## config.mk

```make
export PLATFORM = sky130hd
export DESIGN_NAME = prog_seq_ctr
export DESIGN_NICKNAME = d
export VERILOG_FILES = /design/src/rtl/prog_seq_pkg.sv /design/src/rtl/ret_stack.sv /design/src/rtl/prog_seq_ctr.sv
export SDC_FILE = /design/constraint.sdc
export NUM_CORES = 1
export LEC_CHECK = 0
export ABC_CLOCK_PERIOD_IN_PS = 3800
export CORE_AREA = 3 3 84 86
export CTS_CLUSTER_DIAMETER = 80
export DETAILED_ROUTE_END_ITERATION = 12
export DIE_AREA = 0 0 87 89
export GPL_TIMING_DRIVEN = 0
export PLACE_DENSITY = 0.86
export SKIP_LAST_GASP = 1
export SYNTH_ARGS = -nofsm -noshare
export SYNTH_HDL_FRONTEND = slang
export SYNTH_SLANG_ARGS = --single-unit
```

## constraint.sdc

```tcl
create_clock -name Clk -period 3.8 [get_ports Clk]
set_input_delay 0.76 -clock Clk [delete_from_list [all_inputs] [get_ports Clk]]
set_output_delay 0.76 -clock Clk [all_outputs]
set_load 0.02 [all_outputs]
```

## src/rtl/prog_seq_pkg.sv

```systemverilog
// Shared types and helpers for the program sequencer.
package prog_seq_pkg;

  typedef enum logic [1:0] {
    ST_IDLE  = 2'd0,
    ST_ARMED = 2'd1,
    ST_RUN   = 2'd2
  } state_e;

  // Largest program table the sequencer supports.
  localparam int MAX_NPROG = 8;

  // Widest PC the relative-add helper can handle.
  localparam int MAX_L = 32;

  // Add a two's-complement offset of the given width to a base address.
  // The caller truncates the result to its own PC width, which gives the
  // modulo-2^L wrap in both directions.
  function automatic logic [MAX_L-1:0] sext_add(input logic [MAX_L-1:0] base,
                                                input logic [MAX_L-1:0] off,
                                                input int               width);
    logic [MAX_L-1:0] sign_mask;
    logic [MAX_L-1:0] ext;
    sign_mask = {{(MAX_L-1){1'b0}}, 1'b1} << (width - 1);
    ext       = off;
    if ((off & sign_mask) != '0) begin
      ext = off | ({MAX_L{1'b1}} << width);
    end
    return base + ext;
  endfunction

endpackage

```

## src/rtl/ret_stack.sv

```systemverilog
// Return-address LIFO: DEPTH entries of L bits with push, pop and flush.
// Push when full and pop when empty are dropped; pop wins over push.
module ret_stack
  import prog_seq_pkg::*;
#(
  parameter int L     = 10,
  parameter int DEPTH = 4
) (
  input  logic         Clk,
  input  logic         Reset,
  input  logic         push,
  input  logic         pop,
  input  logic         flush,
  input  logic [L-1:0] push_data,
  output logic [L-1:0] top,
  output logic         full,
  output logic         empty
);

  localparam int AW = $clog2(DEPTH);
  localparam int CW = AW + 1;

  logic [CW-1:0] cnt_q, cnt_d;
  logic [L-1:0]  mem_q [DEPTH];
  logic [AW-1:0] top_idx;
  logic          do_push;
  logic          do_pop;

  assign full    = (cnt_q == CW'(DEPTH));
  assign empty   = (cnt_q == '0);
  assign top_idx = cnt_q[AW-1:0] - AW'(1);
  assign top     = mem_q[top_idx];

  // Qualify requests against the fill level; flush overrides both.
  always_comb begin
    do_pop  = pop & ~empty & ~flush;
    do_push = push & ~pop & ~full & ~flush;
    cnt_d   = cnt_q;
    if (flush) begin
      cnt_d = '0;
    end else if (do_pop) begin
      cnt_d = cnt_q - CW'(1);
    end else if (do_push) begin
      cnt_d = cnt_q + CW'(1);
    end
  end

  // Fill-level register.
  always_ff @(posedge Clk) begin
    if (Reset) begin
      cnt_q <= '0;
    end else begin
      cnt_q <= cnt_d;
    end
  end

  // Entry storage; the slot at the current count is the next free one.
  always_ff @(posedge Clk) begin
    if (!Reset && do_push) begin
      mem_q[cnt_q[AW-1:0]] <= push_data;
    end
  end

endmodule

```

## src/rtl/prog_seq_ctr.sv

```systemverilog
// Program counter and sequencer: arms each program from its base address on
// Start, runs it with branch/call/return control, and advances on Done.
module prog_seq_ctr
  import prog_seq_pkg::*;
#(
  parameter int                         L         = 10,
  parameter int                         NPROG     = 3,
  parameter logic [0:NPROG-1][L-1:0]    PROG_BASE = {10'd50, 10'd150, 10'd250},
  parameter int                         DEPTH     = 4
) (
  input  logic                       Clk,
  input  logic                       Reset,
  input  logic                       Start,
  input  logic                       Done,
  input  logic                       BranchAbs,
  input  logic                       BranchRel,
  input  logic                       CondEn,
  input  logic                       AluFlag,
  input  logic                       Call,
  input  logic                       Ret,
  input  logic [L-1:0]               Target,
  output logic [L-1:0]               ProgCtr,
  output logic [$clog2(NPROG):0]     ProgIdx,
  output logic                       Running,
  output logic                       Finished,
  output logic                       StackErr
);

  localparam int IW = $clog2(NPROG) + 1;

  state_e        state_q, state_d;
  logic [L-1:0]  pc_q, pc_d;
  logic [IW-1:0] prog_idx_q, prog_idx_d;
  logic          finished_q, finished_d;
  logic          stack_err_q, stack_err_d;

  logic [L-1:0]  base_sel;
  logic [L-1:0]  pc_inc;
  logic          br_taken;
  logic          stk_push;
  logic          stk_pop;
  logic          stk_flush;
  logic [L-1:0]  stk_top;
  logic          stk_full;
  logic          stk_empty;

  assign ProgCtr  = pc_q;
  assign ProgIdx  = prog_idx_q;
  assign Running  = (state_q == ST_RUN);
  assign Finished = finished_q;
  assign StackErr = stack_err_q;

  assign pc_inc   = pc_q + L'(1);
  assign br_taken = ~CondEn | AluFlag;

  // Select the entry address of the program currently indexed.
  always_comb begin
    base_sel = '0;
    for (int i = 0; i < NPROG; i++) begin
      if (prog_idx_q == IW'(i)) begin
        base_sel = PROG_BASE[i];
      end
    end
  end

  ret_stack #(
    .L     (L),
    .DEPTH (DEPTH)
  ) u_ret_stack (
    .Clk       (Clk),
    .Reset     (Reset),
    .push      (stk_push),
    .pop       (stk_pop),
    .flush     (stk_flush),
    .push_data (pc_inc),
    .top       (stk_top),
    .full      (stk_full),
    .empty     (stk_empty)
  );

  // Next-state, next-PC and stack control. Done takes precedence over any
  // flow-control strobe in the same cycle so the final PC is preserved.
  always_comb begin
    state_d     = state_q;
    pc_d        = pc_q;
    prog_idx_d  = prog_idx_q;
    finished_d  = 1'b0;
    stack_err_d = stack_err_q;
    stk_push    = 1'b0;
    stk_pop     = 1'b0;
    stk_flush   = 1'b0;

    case (state_q)
      ST_IDLE: begin
        if (Start) begin
          state_d     = ST_ARMED;
          pc_d        = base_sel;
          stk_flush   = 1'b1;
          stack_err_d = 1'b0;
        end
      end

      ST_ARMED: begin
        if (!Start) begin
          state_d = ST_RUN;
        end
      end

      ST_RUN: begin
        if (Done) begin
          state_d    = ST_IDLE;
          finished_d = 1'b1;
          prog_idx_d = (prog_idx_q == IW'(NPROG - 1)) ? '0 : prog_idx_q + IW'(1);
        end else if (Ret) begin
          if (stk_empty) begin
            pc_d        = pc_inc;
            stack_err_d = 1'b1;
          end else begin
            pc_d    = stk_top;
            stk_pop = 1'b1;
          end
        end else if (Call) begin
          if (stk_full) begin
            pc_d        = pc_inc;
            stack_err_d = 1'b1;
          end else begin
            pc_d     = Target;
            stk_push = 1'b1;
          end
        end else if (BranchAbs && br_taken) begin
          pc_d = Target;
        end else if (BranchRel && br_taken) begin
          pc_d = L'(sext_add(MAX_L'(pc_q), MAX_L'(Target), L));
        end else begin
          pc_d = pc_inc;
        end
      end

      default: begin
        state_d = ST_IDLE;
      end
    endcase
  end

  // State and datapath registers with synchronous reset.
  always_ff @(posedge Clk) begin
    if (Reset) begin
      state_q     <= ST_IDLE;
      pc_q        <= '0;
      prog_idx_q  <= '0;
      finished_q  <= 1'b0;
      stack_err_q <= 1'b0;
    end else begin
      state_q     <= state_d;
      pc_q        <= pc_d;
      prog_idx_q  <= prog_idx_d;
      finished_q  <= finished_d;
      stack_err_q <= stack_err_d;
    end
  end

endmodule

```

==> summary.md <==
| Metric | Value |
|---|---|
| DR vias | `3008` |
| Startpoint types | `flip-flop` |
| Die extent in y | `a little under 90 um` |
| Vias in the first global route | `around 2.9k` |
| Largest area contributor in the netlist | `edfxtp_1` |
| Share of the synthesized area in the top cell type | `33.7%` |
| Post-CTS Setup Bufs | `0` |
| Synth Cell Area | `0.00357 mm2` |
| Final Non-Filler Cells | `463` |
| Worst-Skew Late Latency | `0.35 ns` |
| CTS sink count | `60` |
| Drt initial violations | `roughly 440` |
| Final Cycle Share | `84.5%` |
| Hold_buf cts | `0` |
| Ant diodes | `0` |
| Worst stage delay on the critical path | `about 0.48 ns` |
| Pin count of the biggest net entering global routing | `13` |
| Worst r2r src | `u_ret_stack.cnt_q[0]` |
| R2r setup slk | `~0.59 ns` |
| IO buf count | `33` |
| Skew final | `0.0119 ns` |
| FF-to-FF path depth | `11` |
| Worst path cell trace | `buf_2 > inv_1 > ha_1 > nand2b_1 > and3_1 > buf_2 > nand2b_1 > fa_1 > mux2i_1 > or3_1 > a21oi_1` |
| Most common cell in the netlist | `edfxtp_1` |
| Share of cells above drive strength 1 | `11.1%` |
| Placeable Area | `0.00635 mm2` |
| Die area | `0.00774 mm2` |
| Slew HR | `55.3%` |
| Worst Tran Pin Value | `0.665 ns` |
| Initial DRT Pass Iterations | `8` |
| Total GRT Usage | `24.9%` |
| Row cnt | `29` |
| Final Util | `66.0%` |
| # fillers | `481` |
| H-tree depth | `3` |
| Ys flop type | `edfxtp_1` |
| Dpl ws | `0.356 ns` |
| TritonCTS Buffers | `9` |
| CTS Root Cell | `clkbuf_8` |
| Seq/Total Area, Yosys | `between 40% and 50%` |
| CP Capture Type | `flip-flop` |
| CP max stage cell | `dfxtp_1` |
| Final setup fails | `0` |
| Clk pin slew, worst setup/hold paths | `0.07 ns` |
| Grt total ovfl | `0` |
| Post-route setup TNS | `0 ns` |
| Hold crit path type | `flip-flop to flip-flop` |
| Critical Path RT | `slightly above 4 ns` |
| Num ports | `36` |
| Final hold vios | `0` |
| Syn avg cell area | `10.6 um2` |
| Drt drc | `0` |
| Post-Route WL | `9140 um` |
| Worst Min Path Start | `ProgIdx[1]` |
| Maximum vdd drop | `just under 0.0004 V` |
| Top cells by area, synth | `edfxtp_1 34%, dfxtp_1 11%, mux4_2 6.3%, ha_1 4.9%, a21oi_1 3.2%` |
| Kind of critical path | `flip-flop to flip-flop` |
| Area growth from synthesis to layout | `17.5%` |
| Max-slew violation count | `0` |
| Placed insts | `447` |
| Via/cell ratio | `6.50` |
| Post-route setup slack | `0.588 ns` |
| Ys async rst share | `0%` |
| Synthesis Warnings | `0` |
| First-pass GRT wire length | `14400 um` |
| PD cells | `~370 mW/mm2` |
| CP max FO | `10` |
| Routability cong. | `0.972` |
| Worst Hold Path Cells | `2` |
| DPL Wire Length | `6500 um` |
| RSZ-0062 raised after global routing | `false` |
| Final Instance Area | `0.00419 mm2` |
| F_max | `just over 0.3 GHz` |
| Most common library cells after synthesis | `40 x edfxtp_1, 30 x nor2_1, 29 x nand2_1` |
| Final nets | `roughly 420` |
| Post-CTS Resized | `0` |
| CTS max path bufs | `2` |
| Yosys reg bits | `60` |
| Post-route minimum period | `3.21 ns` |
| Hold EP | `ProgIdx[1]` |
| Reg-to-reg endpoint | `u_ret_stack.cnt_q[2]` |
| Maxcap violations | `0` |
| EDFF count, synth | `40` |
| Mapped Nets | `373` |
| Initial Util | `between 50% and 60%` |
| Post-route ant nets | `0` |
| Unique masters post-synth | `65` |
| Arrival @ worst endpoint | `3.49 ns` |
| Leakage | `0.00147 uW` |
| CTS tree | `yes` |
| Initial antenna violation count | `0` |
| Horiz. Die Dim | `87 um` |
| Gate Count Post-Synth | `337` |
| Outcome | `finished clean` |
| Post-DP Area | `0.00399 mm2` |
| Routed wire per std cell | `between 15 and 20 um` |
-- layout by cell type, fill, tap and decap left out, drive strengths merged, types with 3 or more instances in the layout --
cell type / n
nand2b: 6
inv: 13
mux4: 10
xor2: 4
a21oi: 23
nor2b: 6
clkdlybuf4s50: 33
a311oi: 3
and2: 6
dfxtp: 20
mux2i: 3
nor3: 9
clkbuf: 21
a31oi: 3
o211ai: 9
nand4: 4
ha: 14
edfxtp: 40
and3: 3
a211oi: 8
xnor2: 12
o21ai: 18
a221oi: 6
o21bai: 3
nand3: 8
nor2: 31
clkinv: 5
or3: 3
buf: 5
nand2: 29
-- worst max-delay path: cells and delay by family (launching register included) --
family | cells | cell delay, ns
AOI/OAI and AO/OA | 1 | 0.15
and+or+nand+nor | 4 | 0.83
DFF | 1 | 0.48
muxes | 1 | 0.15
adders and majority gates | 2 | 0.68
buffers and inverters | 3 | 0.85
-- stage by stage --
stage	hold WS (ns)	total power, uW
2_1_floorplan	0.482	890
5_1_grt	0.591	1600
4_1_cts	0.558	1550
3_3_place_gp	0.522	971
3_5_place_dp	0.523	978
6_report	0.566	1550
-- how the worst max path moves through the flow --
stage	start	to	slack (ns)	depth (start not counted)
after floorplan	Target[0]	ProgCtr[8]	1.06	9
after global placement	Target[0]	ProgCtr[8]	0.37	10
after detailed placement	Target[0]	ProgCtr[8]	0.36	10
after CTS	u_ret_stack.cnt_q[0]	u_ret_stack.cnt_q[2]	0.61	11
after global routing	u_ret_stack.cnt_q[0]	u_ret_stack.mem_q[0][5]	0.40	7
final	u_ret_stack.cnt_q[0]	u_ret_stack.cnt_q[2]	0.59	11
-- kinds of logic (layout without fill, tap and decap cells) --
family          Yosys count  after routing  share of synthesized area, %
compound gates           93             93                          18.0
fa+ha+maj                16             16                          6.04
simple gates            110            110                          15.7
xor+xnor                 16             16                          4.67
buf+inv                  29             78                          3.54
flops                    60             60                          44.9
mux                      13             13                          7.16
-- routing by layer --
layer	GRT usage [%]	vias up	routed length, um
li1	-	1361	-
met3	6.82	50	891
met5	0	-	0
met4	12.0	0	357
met2	39.2	196	4200
met1	32.0	1401	3700
-- registers in the layout (all words and copies together), names as in the netlist --
signal / flops
ProgIdx: 3
u_ret_stack.cnt_q: 3
StackErr: 1
ProgCtr: 10
state_q: 2
Finished: 1
u_ret_stack.mem_q: 40
-- report_power, final --
group | leakage, uW | total, uW | internal, uW | switching (uW)
Combinational | 0.000842 | 240 | 101 | 140
Clock | 0.000104 | 579 | 306 | 274
Sequential | 0.000528 | 731 | 709 | 21.4
Total | 0.00147 | 1550 | 1120 | 435
-- final cells by class --
type	instances	area [um2]	share of cell area, %
Buffer	17	81.3	1.94
Clock buffer	9	124	2.96
Timing Repair Buffer	33	330	7.88
Multi-Input combinational cell	248	1840	43.9
Clock inverter	7	75.1	1.79
Inverter	12	45.0	1.07
Tap cell	77	96.3	2.30
Sequential cell	60	1600	38.2
Note: power is estimated with default switching activity, not from simulation.
==> RTL change, RTL diff (config.mk and constraints unchanged) <==
Put one more register stage on the output `StackErr`. The value now appears one clock later. The other outputs are not delayed to match.
--- a/src/rtl/prog_seq_ctr.sv
+++ b/src/rtl/prog_seq_ctr.sv
@@ -49,5 +49,7 @@
   assign Running  = (state_q == ST_RUN);
   assign Finished = finished_q;
-  assign StackErr = stack_err_q;
+  always_ff @(posedge Clk) begin
+    StackErr <= stack_err_q;
+  end
 
   assign pc_inc   = pc_q + L'(1);
Function: changed (a bounded check fails within 4 cycles, from zero or initial values and one cycle with Reset high).
==> RTL change against the original RTL <==
  * Synthesized area grew 1.0%
  * Maximum frequency grew 6.3%
  * Worst setup slack gained 0.19 ns
  * Sequential cell count grew 1
  * Critical endpoint is now ProgCtr[8]
  * Count of clock-buffer cells in the layout is the same
  * Routed wire length shrank 2.1%
  * Cell area grew 1.4%
  * Sequential share of layout area shrank 0.069 points
  * Power grew 3.6%
==> RTL change: results (changes against the original RTL) <==
Outcome
  • Run status: finished, final reports clean (unchanged)

Layout
  • Fillers: 477 (was 481)
  • Max FFs per register: 40 (unchanged)
  • Layout cells sized above 1: 10.94% (was 11.14%)
  • ANT cells: 0 (unchanged)
  • NumNets Final: 424 (was 417)

Detailed routing
  • DR iter-0 viols: 289 (was 443)
  • Met2 WL: 4226 um (was 4197 um)
  • Vias per cell: 6.502 (was 6.497)
  • DRT met1 WL: 3616 um (was 3695 um)
  • Metal3 WL: 851 um (was 891 um)
  • 1st-pass router iterations: 5 (was 8)
  • Routed len/inst: 19.03 um (was 19.75 um)
  • Top Metal Used: met4 (unchanged)
  • Vias: 3056 (was 3008)

Hold path
  • Worst min path class: reg -> reg (unchanged)

Critical path
  • Crit-path max FO: 3 (was 10)
  • Worst Path Arrival: 3.23 ns (was 3.49 ns)

Synthesis
  • Fraction of registers with async set/reset: 0% (unchanged)
  • Yosys cell types: 57 (was 65)
  • Syn_nets: 379 (was 373)
  • Largest cells by area after synthesis: edfxtp_1, dfxtp_1, mux4_2 (unchanged)
  • Ys Warns: 0 (unchanged)
  • Top cells by count, synth: edfxtp_1, nor2_1, a21oi_1 (was edfxtp_1, nor2_1, nand2_1)
  • Seq/Total Area, Yosys: 45.02% (was 44.91%)
  • Post-synthesis cell count: 343 (was 337)
  • Post-synth EDFFs: 40 (unchanged)

Placement
  • Placed cells: 454 (was 447)
  • Placed wire-length estimate: 6549 um (was 6496 um)
  • DP Area: 4039 um2 (was 3993 um2)
  • Port bufs: 34 (was 33)
  • Post-Place Setup Slack: 0.4898 ns (was 0.3557 ns)
  • Global placer's final weighted congestion: 1.036 (was 0.9719)

Timing
  • Setup-failing EPs final: 0 (unchanged)
  • Least-Margin Pin Slew: 0.6308 ns (was 0.6651 ns)
  • Setup skew after layout: 0.006199 ns (was 0.01189 ns)

CTS
  • Inserted Clock Buffers: 9 (unchanged)
  • Setup bufs post-CTS: 0 (unchanged)
  • Clk_lat worst skew: 0.34 ns
  • H-Tree Depth: 3 (unchanged)
  • Root buffer cell: clkbuf_8 (unchanged)
  • CTS Buffer Depth: 2 (unchanged)
  • CTS resizes: 0 (unchanged)
  • Worst-path clk slew: 0.07 ns (about the same)

GRT
  • Largest net degree at the start of global routing: 12 (was 13)
  • Total Routing Usage GR: 24.31% (was 24.94%)
  • Grt met3 use: 7.650% (was 6.820%)
  • Vias in the first global route: 2882 (was 2851)
  • First-pass GRT wire length: 14290 um (was 14360 um)
  • Met2 GRT Util: 40.23% (was 39.20%)
  • Antenna violations before repair: 0 (unchanged)
  • Met1 usage: 30.39% (was 31.99%)

Pwr
  • P_leak: 1.551 nW (was 1.473 nW)
  • Maximum VDD drop: 0.4330 mV (was 0.3854 mV)
[RTL change: cell type report]
| type | count | area, um2 | area share [%] |
|---|---|---|---|
| plain buffers | 16 | 76.32 | 1.795 |
| clock inverters | 7 | 88.84 | 2.089 |
| inverters | 9 | 33.78 | 0.7946 |
| well taps | 77 | 96.34 | 2.266 |
| repair buffers | 34 | 340.3 | 8.005 |
| clock buffers | 9 | 123.9 | 2.913 |
| flip-flops and latches | 61 | 1622 | 38.14 |
| multi-input cells | 257 | 1871 | 44.00 |
[RTL change: path summary, 6_finish.rpt]
check | start | to | slack [ns] | depth (start not counted)
setup / recovery | Target[0] | ProgCtr[8] | 0.78 | 9
hold / removal | stack_err_q | StackErr | 0.36 | 0
setup reg to reg | u_ret_stack.cnt_q[0] | u_ret_stack.mem_q[1][5] | 0.79 | 8
hold reg to reg | stack_err_q | StackErr | 0.36 | 0
[RTL change: kinds of logic (layout without fill, tap and decap cells)]
| group | count (synthesis) | count (layout) | synth area share [%] |
|---|---|---|---|
| DFF | 61 | 61 | 45.02 |
| AOI/OAI and AO/OA | 99 | 99 | 17.99 |
| buffers and inverters | 25 | 75 | 3.056 |
| and+or+nand+nor | 111 | 111 | 16.08 |
| adders and majority gates | 16 | 16 | 5.974 |
| xor gates and xnor gates | 18 | 18 | 4.794 |
| muxes | 13 | 13 | 7.086 |
[RTL change: power by group]
group,switching [W],leakage [nW],internal (W)
sequential,0.0000231,0.537,0.000721
combinational,0.000138,0.910,0.000100
clock,0.000258,0.105,0.000366
[RTL change: worst max-delay path: stages]
cell and delay [ns]:
clkdlybuf4s50_1 0.45, ha_1 0.25, fa_1 0.45, a211oi_2 0.35, o211ai_1 0.17, a31oi_1 0.21, xnor2_1 0.10, a2111oi_1 0.40
nor4_1 0.09
